[src/rtl/dmem_arbiter.sv]
// dmem_arbiter: shares one single-port data memory between the CPU load/store path and a
// DMA/debug loader. Each access holds the memory strobes for WAIT_CYCLES cycles, then the
// granted port sees a one-cycle ack (plus err if the address was out of range) with its
// registered read data. Ties are broken round-robin; after reset the CPU wins the first tie.
//
// Ports:
//   clk, rst                    clock, synchronous active-high reset
//   cpu_req/we/addr/wdata       CPU request (held until cpu_ack)
//   cpu_rdata/ack/err           CPU response (rdata held until the next CPU completion)
//   dma_req/we/addr/wdata       DMA request (held until dma_ack)
//   dma_rdata/ack/err           DMA response
//   mem_addr/wdata/write/read   to the memory; all zero outside the access phase
//   mem_rdata                   from the memory (combinational read data)
//   busy                        high whenever an access is in progress

module dmem_arbiter #(
   parameter int ADDR_W      = 32,
   parameter int DEPTH       = 128,
   parameter int WAIT_CYCLES = 1
) (
   input  logic              clk,
   input  logic              rst,
   input  logic              cpu_req,
   input  logic              cpu_we,
   input  logic [ADDR_W-1:0] cpu_addr,
   input  logic [ADDR_W-1:0] cpu_wdata,
   output logic [ADDR_W-1:0] cpu_rdata,
   output logic              cpu_ack,
   output logic              cpu_err,
   input  logic              dma_req,
   input  logic              dma_we,
   input  logic [ADDR_W-1:0] dma_addr,
   input  logic [ADDR_W-1:0] dma_wdata,
   output logic [ADDR_W-1:0] dma_rdata,
   output logic              dma_ack,
   output logic              dma_err,
   output logic [ADDR_W-1:0] mem_addr,
   output logic [ADDR_W-1:0] mem_wdata,
   output logic              mem_write,
   output logic              mem_read,
   input  logic [ADDR_W-1:0] mem_rdata,
   output logic              busy
);

   localparam logic [1:0] stIdle   = 2'd0;
   localparam logic [1:0] stAccess = 2'd1;
   localparam logic [1:0] stDone   = 2'd2;

   // Range check is done on the full address width, one bit wider to hold DEPTH itself.
   localparam logic [ADDR_W:0] DEPTH_EXT = (ADDR_W + 1)'(DEPTH);
   localparam logic [3:0]      WAIT_LOAD = 4'(WAIT_CYCLES - 1);

   logic [1:0]        state;
   logic              lastGrant;   // 1 = DMA was granted last
   logic              grantDma;
   logic              reqWe;
   logic              reqOor;
   logic [ADDR_W-1:0] reqAddr;
   logic [ADDR_W-1:0] reqWdata;
   logic [ADDR_W-1:0] cpuRdataQ;
   logic [ADDR_W-1:0] dmaRdataQ;
   logic [3:0]        waitCnt;

   logic              pickDma;
   logic [ADDR_W-1:0] selAddr;
   logic              selOor;
   logic [ADDR_W-1:0] captured;

   always_comb begin
      // DMA wins when it is the only requester, or on a tie when the CPU went last.
      pickDma  = dma_req & (~cpu_req | ~lastGrant);
      selAddr  = pickDma ? dma_addr : cpu_addr;
      selOor   = ({1'b0, selAddr} >= DEPTH_EXT);
      captured = (reqWe | reqOor) ? '0 : mem_rdata;
   end

   always_ff @(posedge clk) begin
      if (rst) begin
         state     <= stIdle;
         lastGrant <= 1'b1;
         grantDma  <= 1'b0;
         reqWe     <= 1'b0;
         reqOor    <= 1'b0;
         reqAddr   <= '0;
         reqWdata  <= '0;
         cpuRdataQ <= '0;
         dmaRdataQ <= '0;
         waitCnt   <= '0;
      end else begin
         case (state)
            stIdle: begin
               if (cpu_req || dma_req) begin
                  grantDma  <= pickDma;
                  lastGrant <= pickDma;
                  reqWe     <= pickDma ? dma_we : cpu_we;
                  reqAddr   <= selAddr;
                  reqWdata  <= pickDma ? dma_wdata : cpu_wdata;
                  reqOor    <= selOor;
                  waitCnt   <= WAIT_LOAD;
                  state     <= stAccess;
               end
            end
            stAccess: begin
               if (waitCnt == 4'd0) begin
                  if (grantDma) begin
                     dmaRdataQ <= captured;
                  end else begin
                     cpuRdataQ <= captured;
                  end
                  state <= stDone;
               end else begin
                  waitCnt <= waitCnt - 4'd1;
               end
            end
            stDone: begin
               state <= stIdle;
            end
            default: begin
               state <= stIdle;
            end
         endcase
      end
   end

   logic inAccess;
   logic inDone;

   always_comb begin
      inAccess  = (state == stAccess);
      inDone    = (state == stDone);
      busy      = (state != stIdle);
      mem_addr  = inAccess ? reqAddr : '0;
      mem_wdata = inAccess ? reqWdata : '0;
      mem_write = inAccess & reqWe & ~reqOor;
      mem_read  = inAccess & ~reqWe & ~reqOor;
      cpu_ack   = inDone & ~grantDma;
      cpu_err   = inDone & ~grantDma & reqOor;
      dma_ack   = inDone & grantDma;
      dma_err   = inDone & grantDma & reqOor;
      cpu_rdata = cpuRdataQ;
      dma_rdata = dmaRdataQ;
   end

endmodule

[config.mk]
export PLATFORM = sky130hd
export DESIGN_NAME = dmem_arbiter
export DESIGN_NICKNAME = d
export VERILOG_FILES = /design/src/rtl/dmem_arbiter.sv
export SDC_FILE = /design/constraint.sdc
export NUM_CORES = 1
export LEC_CHECK = 0
export BUFFER_PORTS_ARGS = -buffer_cell sky130_fd_sc_hd__buf_2
export CAP_MARGIN = 20
export CORE_AREA = 2 2 118 120
export CTS_CLUSTER_DIAMETER = 50
export DETAILED_ROUTE_END_ITERATION = 12
export DIE_AREA = 0 0 120 122
export GPL_TIMING_DRIVEN = 0
export HOLD_SLACK_MARGIN = 0.05
export PLACE_DENSITY = 0.88
export SYNTH_ARGS = -nofsm -noshare
export SYNTH_HDL_FRONTEND = slang
export SYNTH_SLANG_ARGS = --single-unit
[constraint.sdc]
create_clock -name clk -period 2.7 [get_ports clk]
set_input_delay 0.405 -clock clk [delete_from_list [all_inputs] [get_ports clk]]
set_output_delay 0.405 -clock clk [all_outputs]
set_load 0.01 [all_outputs]
# --- After elaboration in Yosys (flattened, before gate mapping) ---
# Cells that the tools add are included.
word_totals:
  reg_bits: 138
  input_bits: 166
  word_cells: 55
op_classes:
  add_sub_neg: 1
  n_lt_le_gt_ge: 1
  eq_ne: 5
  mux: 12
  bitwise_logic: 16
  reduce_logical: 10
op_table:
  columns: ["cell", "n"]
  rows:
  - ["32-bit two-way mux", 5]
  - ["32-bit by 8-bit >= comparator with 1-bit output (second input constant)", 1]
  - ["1-bit AND", 9]
  - ["3-bit AND reduction", 3]
  - ["4-bit two-way mux", 2]
  - ["4-bit one-hot mux with 2 select lines", 1]
  - ["1-bit inverter", 5]
  - ["4-bit zero test", 1]
  - ["2-bit two-way mux", 2]
  - ["2-bit inequality test (second input constant)", 2]
  - ["2-bit one-hot mux with 2 select lines", 1]
  - ["2-bit AND reduction", 2]
  - ["2-bit nonzero test", 2]
  - ["4-bit by 1-bit subtractor with 4-bit output (second input constant)", 1]
  - ["2-bit by 1-bit == test with 1-bit output (second input constant)", 1]
  - ["2-bit == test (second input constant)", 1]
  - ["2-bit zero test", 1]
  - ["2-bit by 1-bit inequality test with 1-bit output (second input constant)", 1]
  - ["1-bit OR", 2]
  - ["1-bit logical OR", 1]
  - ["1-bit two-way mux", 1]

# --- Logic depth before layout (Yosys ltp) ---
# Gate-level depths: netlist of run 1.
logic_depth:
  ltp_word: 5
  ltp_mapped: 9

# --- Worst setup path before layout of run 1 ---
# Ideal clock, no wire load.
synth_timing:
  path_type: "reg2reg"
  from: "reg waitCnt[0]"
  to: "reg cpuRdataQ[10], in the netlist cpu_rdata[10]"
  setup_ns: 0.132
  arrival_ns: 1.449
  required_ns: 2.568
  setup_slack_ns: 1.119
  stages_incl_launch_ff: 10
  synth_period_minus_slack_ns: 1.581
  path_cell_list: "dfxtp_1 > inv_1 > ha_1 > nor3b_2 > nand2_1 > or2_1 > buf_2 > buf_6 > nand2_1 > a21oi_1"
synth_between:
  elab_chain_cells: 2
synth_lines:
  columns: ["element", "line", "rtl"]
  rows:
  - ["from (decl)", "62", "logic [3:0] waitCnt;"]
  - ["from (signal assigned)", "112", "waitCnt <= waitCnt - 4'd1;"]
  - ["4-bit zero test", "104", "if (waitCnt == 4'd0) begin"]
  - ["3-bit AND reduction (no line)", null, null]
  - ["to (signal assigned)", "108", "cpuRdataQ <= captured;"]
  - ["to (decl)", "60", "logic [ADDR_W-1:0] cpuRdataQ;"]
# No other way between the ends.
# A chain may end at the register's enable or synchronous reset.

# --- Worst setup path after layout of run 1 ---
layout_timing:
  from: "reg state[1]"
  to: "out mem_addr[3]"
layout_between:
  elab_chain_cells: 2
layout_lines:
  columns: ["element", "line", "rtl"]
  rows:
  - ["from (decl)", "53", "logic [1:0] state;"]
  - ["from (signal assigned)", "79", "state <= stIdle;"]
  - ["from (signal assigned)", "100", "state <= stAccess;"]
  - ["from (signal assigned)", "110", "state <= stDone;"]
  - ["2-bit by 1-bit == test with 1-bit output", "129", "inAccess = (state == stAccess);"]
  - ["32-bit two-way mux", "132", "mem_addr = inAccess ? reqAddr : '0;"]
  - ["to (decl)", "37", "output logic [ADDR_W-1:0] mem_addr,"]
# No other way between the ends.

==> results.md, run 1 <==
* Row count at 43
* Hold Crit Class: input pin to register
* Final setup margin at 0.156 ns
* Kind of critical path: register to primary output
* Leakage at 3.95 nW
* Relative slew slack at 51.5%
* Worst-path clk slew at 0.06 ns
* CTS Sinks at 138
* Max-cap violations at 0
* GR peak layer: met2
* Final min period at 2.54 ns
* GRT met2 Usage at 48.5%
* Drt total wl at 20.9 mm
* Die area at 14,600 um^2
* Skew-Pair Late Insertion Delay at 0.42 ns
* WP buf/inv at 3
* Final period utilization at 94.2%
* H-tree Lvls at 4
* Crit path DAT at 2.14 ns
* Synth Register Bits at 138
* GPL Wtd Cong at 0.931
* Vias after detailed routing at 7,024
* Setup TNS at 0 ns
* Multi-input gate area at 3020 um^2
* Vias in the first global route at 6,578
* Final Instance Area at 8410 um^2
* Initial Utilization at 45.4%
* CP Cell Sequence: and2b_1 -> clkbuf_1 -> clkbuf_1 -> and2_1 -> buf_2
* Share of post-route cells with drive strength above 1 at 32.6%
* Register area share after synthesis at 45.1%
* Cells after synthesis at 797
* RSZ-0062 raised after global routing: false
* Peak VDD IR at 0.000479 V
* Crit end category: primary output
* Max Freq at 0.393 GHz
* Num CTS Buffers at 17
* Setup Buffers After CTS at 0
* Initial DRC count at 444
* Hold_buf cts at 0
* Final Setup Violations at 0
* Worst Setup Start Kind: register
* Skew final at 0.00506 ns
* Die Ht at 122 um
* Slowest cell on the critical path: clkbuf_1
* Initial antenna violation count at 0
* # diodes at 0
* Final net count at 1,282
* Crit-path max cell delay at 0.41 ns
* M1 GR Usage at 31.9%
* Total global-route track usage at 28.1%
* CP dominant cell by count: clkbuf_1
* Cell area after synthesis at 6130 um^2
* Post-synth net total at 964
* Routed vias/inst at 5.37
* Synth warn at 0
* Area grow syn2layout at 37.2%
* Largest net degree at the start of global routing at 17
* Run status: complete, no violations
* Drt first pass iters at 5
* Power consumption at 6.45 mW
* Root buffer cell: clkbuf_16
* Post-DP Area at 7850 um^2
* Synth cell types at 40
* I/O Buffers at 299
* Final Hold Fails at 0
* Slew @ Worst Pin at 0.725 ns
* IO Pins at 301
* Non-filler cells, final at 1,308
* Global-route wire length before repair at 32.5 mm
* Filler cells at 1,203
* Detail Placement HPWL at 16.2 mm
* Syn Area/Cell at 7.69 um^2
* Max-slew violations at 0
* Wire per inst at 16.0 um
* Core Area at 13,500 um^2
* Number of remaining DRC errors at 0
* Max clock buf depth at 2
* Gr ovfl total at 0
* CP Data Required Time at 2.30 ns
* Worst Path Max Fanout at 10
* Number of gates resized after CTS at 0
* Met3 Use GR at 7.21%
* Remaining antenna violation count at 0
* CP top delay family: buffers and inverters
* Die width at 120 um
* Placed cell count at 1,276
* CTS tree: built
* Setup WS pre-CTS at 0.619 ns
* PwrDens at 767 nW/um^2
* FF+latch area at 2760 um^2
## layer usage
metal / up-vias / share of wire (%) / routed length (um)
met4: 0 / 4.5 / 935
met1: 3192 / 38 / 8020
met5: - / 0 / 0
li1: 3391 / - / -
met3: 82 / 7.9 / 1640
met2: 359 / 49 / 10300
## cell families after synthesis
family	share of synthesized area [%]
adder cells (fa/ha/maj)	0.204
AO/OA/AOI/OAI	15.5
buffers and inverters	5.57
multiplexers	0.163
flip-flops	45.1
XOR/XNOR	0.429
AND/OR/NAND/NOR	33.1
## cells in the final DEF, fill, tap and decap left out, types with 2 or more instances in the layout
cell	count
xor2_1	2
inv_1	2
nand2_1	198
clkbuf_16	17
nor2_1	72
clkbuf_1	39
clkinv_2	6
buf_2	329
nand3_1	66
nor4_1	14
and3_1	2
nand4_1	2
and2_1	67
a311oi_1	64
clkbuf_8	4
nor2_2	2
nor3b_1	2
a21oi_1	66
buf_6	3
o21ai_0	3
nand2b_1	2
dfxtp_1	138
nor3_1	5
nor4b_1	2
## final timing paths
| kind | slack, ns | cells past startpoint | from | to |
|---|---|---|---|---|
| hold / removal | 0.24 | 3 | dma_wdata[24] | reqWdata[24] |
| setup / recovery | 0.16 | 5 | state[1] | mem_addr[3] |
| setup reg to reg | 0.77 | 8 | waitCnt[0] | cpu_rdata[25] |
| hold reg to reg | 0.45 | 2 | dma_rdata[27] | dma_rdata[27] |
## report_power, final
part           switching, mW  internal [mW]
combinational           1.11          0.667
sequential             0.154           2.33
clock                  0.844           1.35
## metrics by stage
step | hold slack, ns | utilization [%]
2_1_floorplan | 0.444 | -
3_3_place_gp | 0.439 | 58.1
3_5_place_dp | 0.443 | 58.1
4_1_cts | 0.232 | 62.3
5_1_grt | 0.246 | 62.3
6_report | 0.243 | 62.3
## synth_stat cells
cell type	count	share of area, %
a211oi_1	1	0.12
a21oi_1	66	5.4
a311oi_1	64	9.1
a31oi_1	1	0.10
a41oi_1	1	0.14
and2_1	67	6.8
and2b_1	1	0.12
and3_1	2	0.20
and3b_1	1	0.14
and4_1	1	0.14
buf_1	1	0.061
buf_2	30	2.4
buf_4	1	0.12
buf_6	3	0.55
clkbuf_1	36	2.2
dfxtp_1	138	45
ha_1	1	0.20
inv_1	2	0.12
inv_2	1	0.061
mux2i_1	1	0.16
nand2_1	198	12
nand2b_1	2	0.20
nand3_1	66	5.4
nand3b_1	1	0.12
nand4_1	2	0.20
nor2_1	72	4.4
nor2_2	2	0.20
nor2_4	1	0.18
nor2b_1	1	0.10
nor3_1	5	0.41
nor3b_1	2	0.24
nor3b_2	1	0.20
nor4_1	14	1.4
nor4b_1	2	0.29
o21ai_0	3	0.24
o21bai_1	1	0.12
o22ai_2	1	0.20
or2_1	1	0.10
xnor2_1	1	0.14
xor2_1	2	0.29
## sequential cells by signal, summed over array words and instances, names as in the netlist
| name | cells |
|---|---|
| cpu_rdata | 32 |
| dma_rdata | 32 |
| reqAddr | 32 |
| reqWdata | 32 |
| waitCnt | 4 |
| state | 2 |
| grantDma | 1 |
| lastGrant | 1 |
| reqOor | 1 |
| reqWe | 1 |
## worst register-to-register path, delay by kind of cell, from the launching register on
family,cells,cell delay (ns)
AO/OA/AOI/OAI,1,0.15
adder cells (fa/ha/maj),1,0.18
buffers and inverters,2,0.34
flip-flops,1,0.33
AND/OR/NAND/NOR,4,0.87
## layout make-up
class	count	area share [%]
sequential	138	32.9
inverter	3	0.134
multi-input combinational	585	36.0
clock inverter	8	0.803
tap	180	2.68
clock buffer	24	5.85
timing repair buffer	299	17.8
buffer	71	3.93
(Power assumes the default switching activity.)
==> inputs of run 2 (changes only) <==
- BUFFER_PORTS_ARGS: -buffer_cell sky130_fd_sc_hd__buf_2 -> default
- CORE_AREA: 2 2 118 120 -> 2 2 117 119
- DIE_AREA: 0 0 120 122 -> 0 0 119 121
- DONT_BUFFER_PORTS: default -> 1
- PLACE_DENSITY: 0.88 -> 0.7
- RECOVER_POWER: default -> 100
==> run 2 against run 1 <==
  * Clock skew grew 0.0079 ns
  * Die area decreased by 1.6%
  * Final cell count fell by 23%
  * Power increased by 2.3%
  * Wire length down 6.4%
  * Sequential power is essentially flat
  * Register-to-register slack got worse by 0.45 ns
  * Non-clock buffer count down 299
  * Count of clock-buffer cells in the layout fell by 4
  * Largest cell class unchanged
==> results.md, run 2 (same netlist as run 1, synthesis figures left out) <==
* Initial antenna violation count at 0
* Die Ht at 121 um
* FF+latch area at 2760 um^2
* Vias in the first global route at 5,546
* Worst setup path startpoint: state[1]
* Drt first pass iters at 5
* Crit-path max cell delay at 0.51 ns
* Final period utilization at 94.7%
* Share of post-route cells with drive strength above 1 at 6.15%
* Setup TNS at 0 ns
* Crit end category: primary output
* Number of remaining DRC errors at 0
* Wire per inst at 19.5 um
* Final Util at 53.4%
* Worst Hold Launch: mem_rdata[21]
* H-tree Lvls at 4
* Final net count at 983
* Hold Crit Class: input pin to register
* Crit path DAT at 2.15 ns
* Area grow syn2layout at 13.9%
* Core Area at 13,100 um^2
* WHS Endpoint: dma_rdata[21]
* CP top delay family: buffers and inverters
* Max-cap violations at 0
* Row count at 42
* Skew final at 0.0130 ns
* Worst Setup Start Kind: register
* Final Setup Violations at 0
* Max Freq at 0.391 GHz
* R2R setup slack at 0.32 ns
* Die area at 14,400 um^2
* I/O Buffers at 0
* Final Hold Fails at 0
* Reg2reg path depth at 6
* Max-slew violations at 0
* Relative slew slack at 51.7%
* Detail Placement HPWL at 14.6 mm
* Root buffer cell: clkbuf_16
* WP buf/inv at 2
* Reg-to-Reg End: reqAddr[3]
* Peak VDD IR at 0.000402 V
* # diodes at 0
* GPL Wtd Cong at 0.886
* Worst Path Max Fanout at 10
* Kind of critical path: register to primary output
* Initial Utilization at 46.8%
* Filler cells at 1,326
* Num CTS Buffers at 17
* CP Cell Sequence: and2b_1 -> clkbuf_1 -> clkbuf_1 -> and2_0
* Min-Delay Path Depth at 2
* Slew @ Worst Pin at 0.725 ns
* Die width at 119 um
* Final min period at 2.56 ns
* RSZ-0062 raised after global routing: false
* Total global-route track usage at 26.4%
* CP dominant cell by count: clkbuf_1
* PwrDens at 945 nW/um^2
* Gr ovfl total at 0
* Commonest cells after routing, fill and taps aside: nand2_1, dfxtp_1, nor2_1, nand3_1, a21oi_1
* Largest net degree at the start of global routing at 17
* Setup Buffers After CTS at 0
* Number of gates resized after CTS at 0
* Slowest cell on the critical path: clkbuf_1
* Max clock buf depth at 2
* Routed vias/inst at 5.80
* Skew-Pair Late Insertion Delay at 0.42 ns
* CP Data Required Time at 2.30 ns
* RR Startpoint: state[0]
* Run status: complete, no violations
* Leakage at 2.52 nW
* Drt total wl at 19.6 mm
* Remaining antenna violation count at 0
* CTS tree: built
* Initial DRC count at 378
* Most common cell after layout, fill and taps aside: nand2_1
* CTS Sinks at 138
* Worst-path clk slew at 0.06 ns
* Hold_buf cts at 0
* IO Pins at 301
* Vias after detailed routing at 5,826
* Global-route wire length before repair at 29.8 mm
* Multi-input gate area at 3000 um^2
run 2: per-layer routing:
layer	vias to the layer above	share of wire, %	GRT usage, %
met2	288	49	45.4
li1	2772	-	-
met1	2729	39	29.7
met5	-	0	0
met3	37	9.6	9.40
met4	0	2.2	10.7
run 2: cell type report:
type                    instances  area share (%)
multi-input cells             585            43.0
clock inverters                12            3.10
inverters                       3           0.161
well taps                     176            3.15
clock buffers                  20            6.68
plain buffers                  71            4.37
flip-flops and latches        138            39.6
run 2: through the flow:
step / hold WS [ns] / power, mW / setup slack [ns] / instances / area [um^2]
after detailed placement: 0.486 / 3.99 / 0.582 / 973 / 6350
after CTS: 0.112 / 6.69 / 0.122 / 1005 / 7030
after floorplan: 0.444 / 3.61 / 1.12 / 797 / 6130
after global routing: 0.121 / 6.94 / 0.0115 / 1005 / 6980
after global placement: 0.480 / 3.97 / 0.630 / 973 / 6350
final: 0.132 / 6.60 / 0.143 / 1005 / 6980
run 2: worst max path at each step:
stage	endpoint	slack, ns	cells after the start
after floorplan	cpu_rdata[10]	1.12	9
after global placement	mem_addr[16]	0.63	4
after detailed placement	mem_wdata[30]	0.58	4
after CTS	mem_wdata[30]	0.12	4
after global routing	mem_addr[15]	0.01	4
final	mem_wdata[19]	0.14	4
run 2: power breakdown:
| group | internal [mW] | leakage (nW) | switching [mW] | total [mW] |
|---|---|---|---|---|
| Sequential | 2.32 | 1.13 | 0.185 | 2.51 |
| Clock | 1.80 | 0.336 | 0.887 | 2.69 |
| Combinational | 0.439 | 1.05 | 0.959 | 1.40 |
| Total | 4.57 | 2.52 | 2.03 | 6.60 |
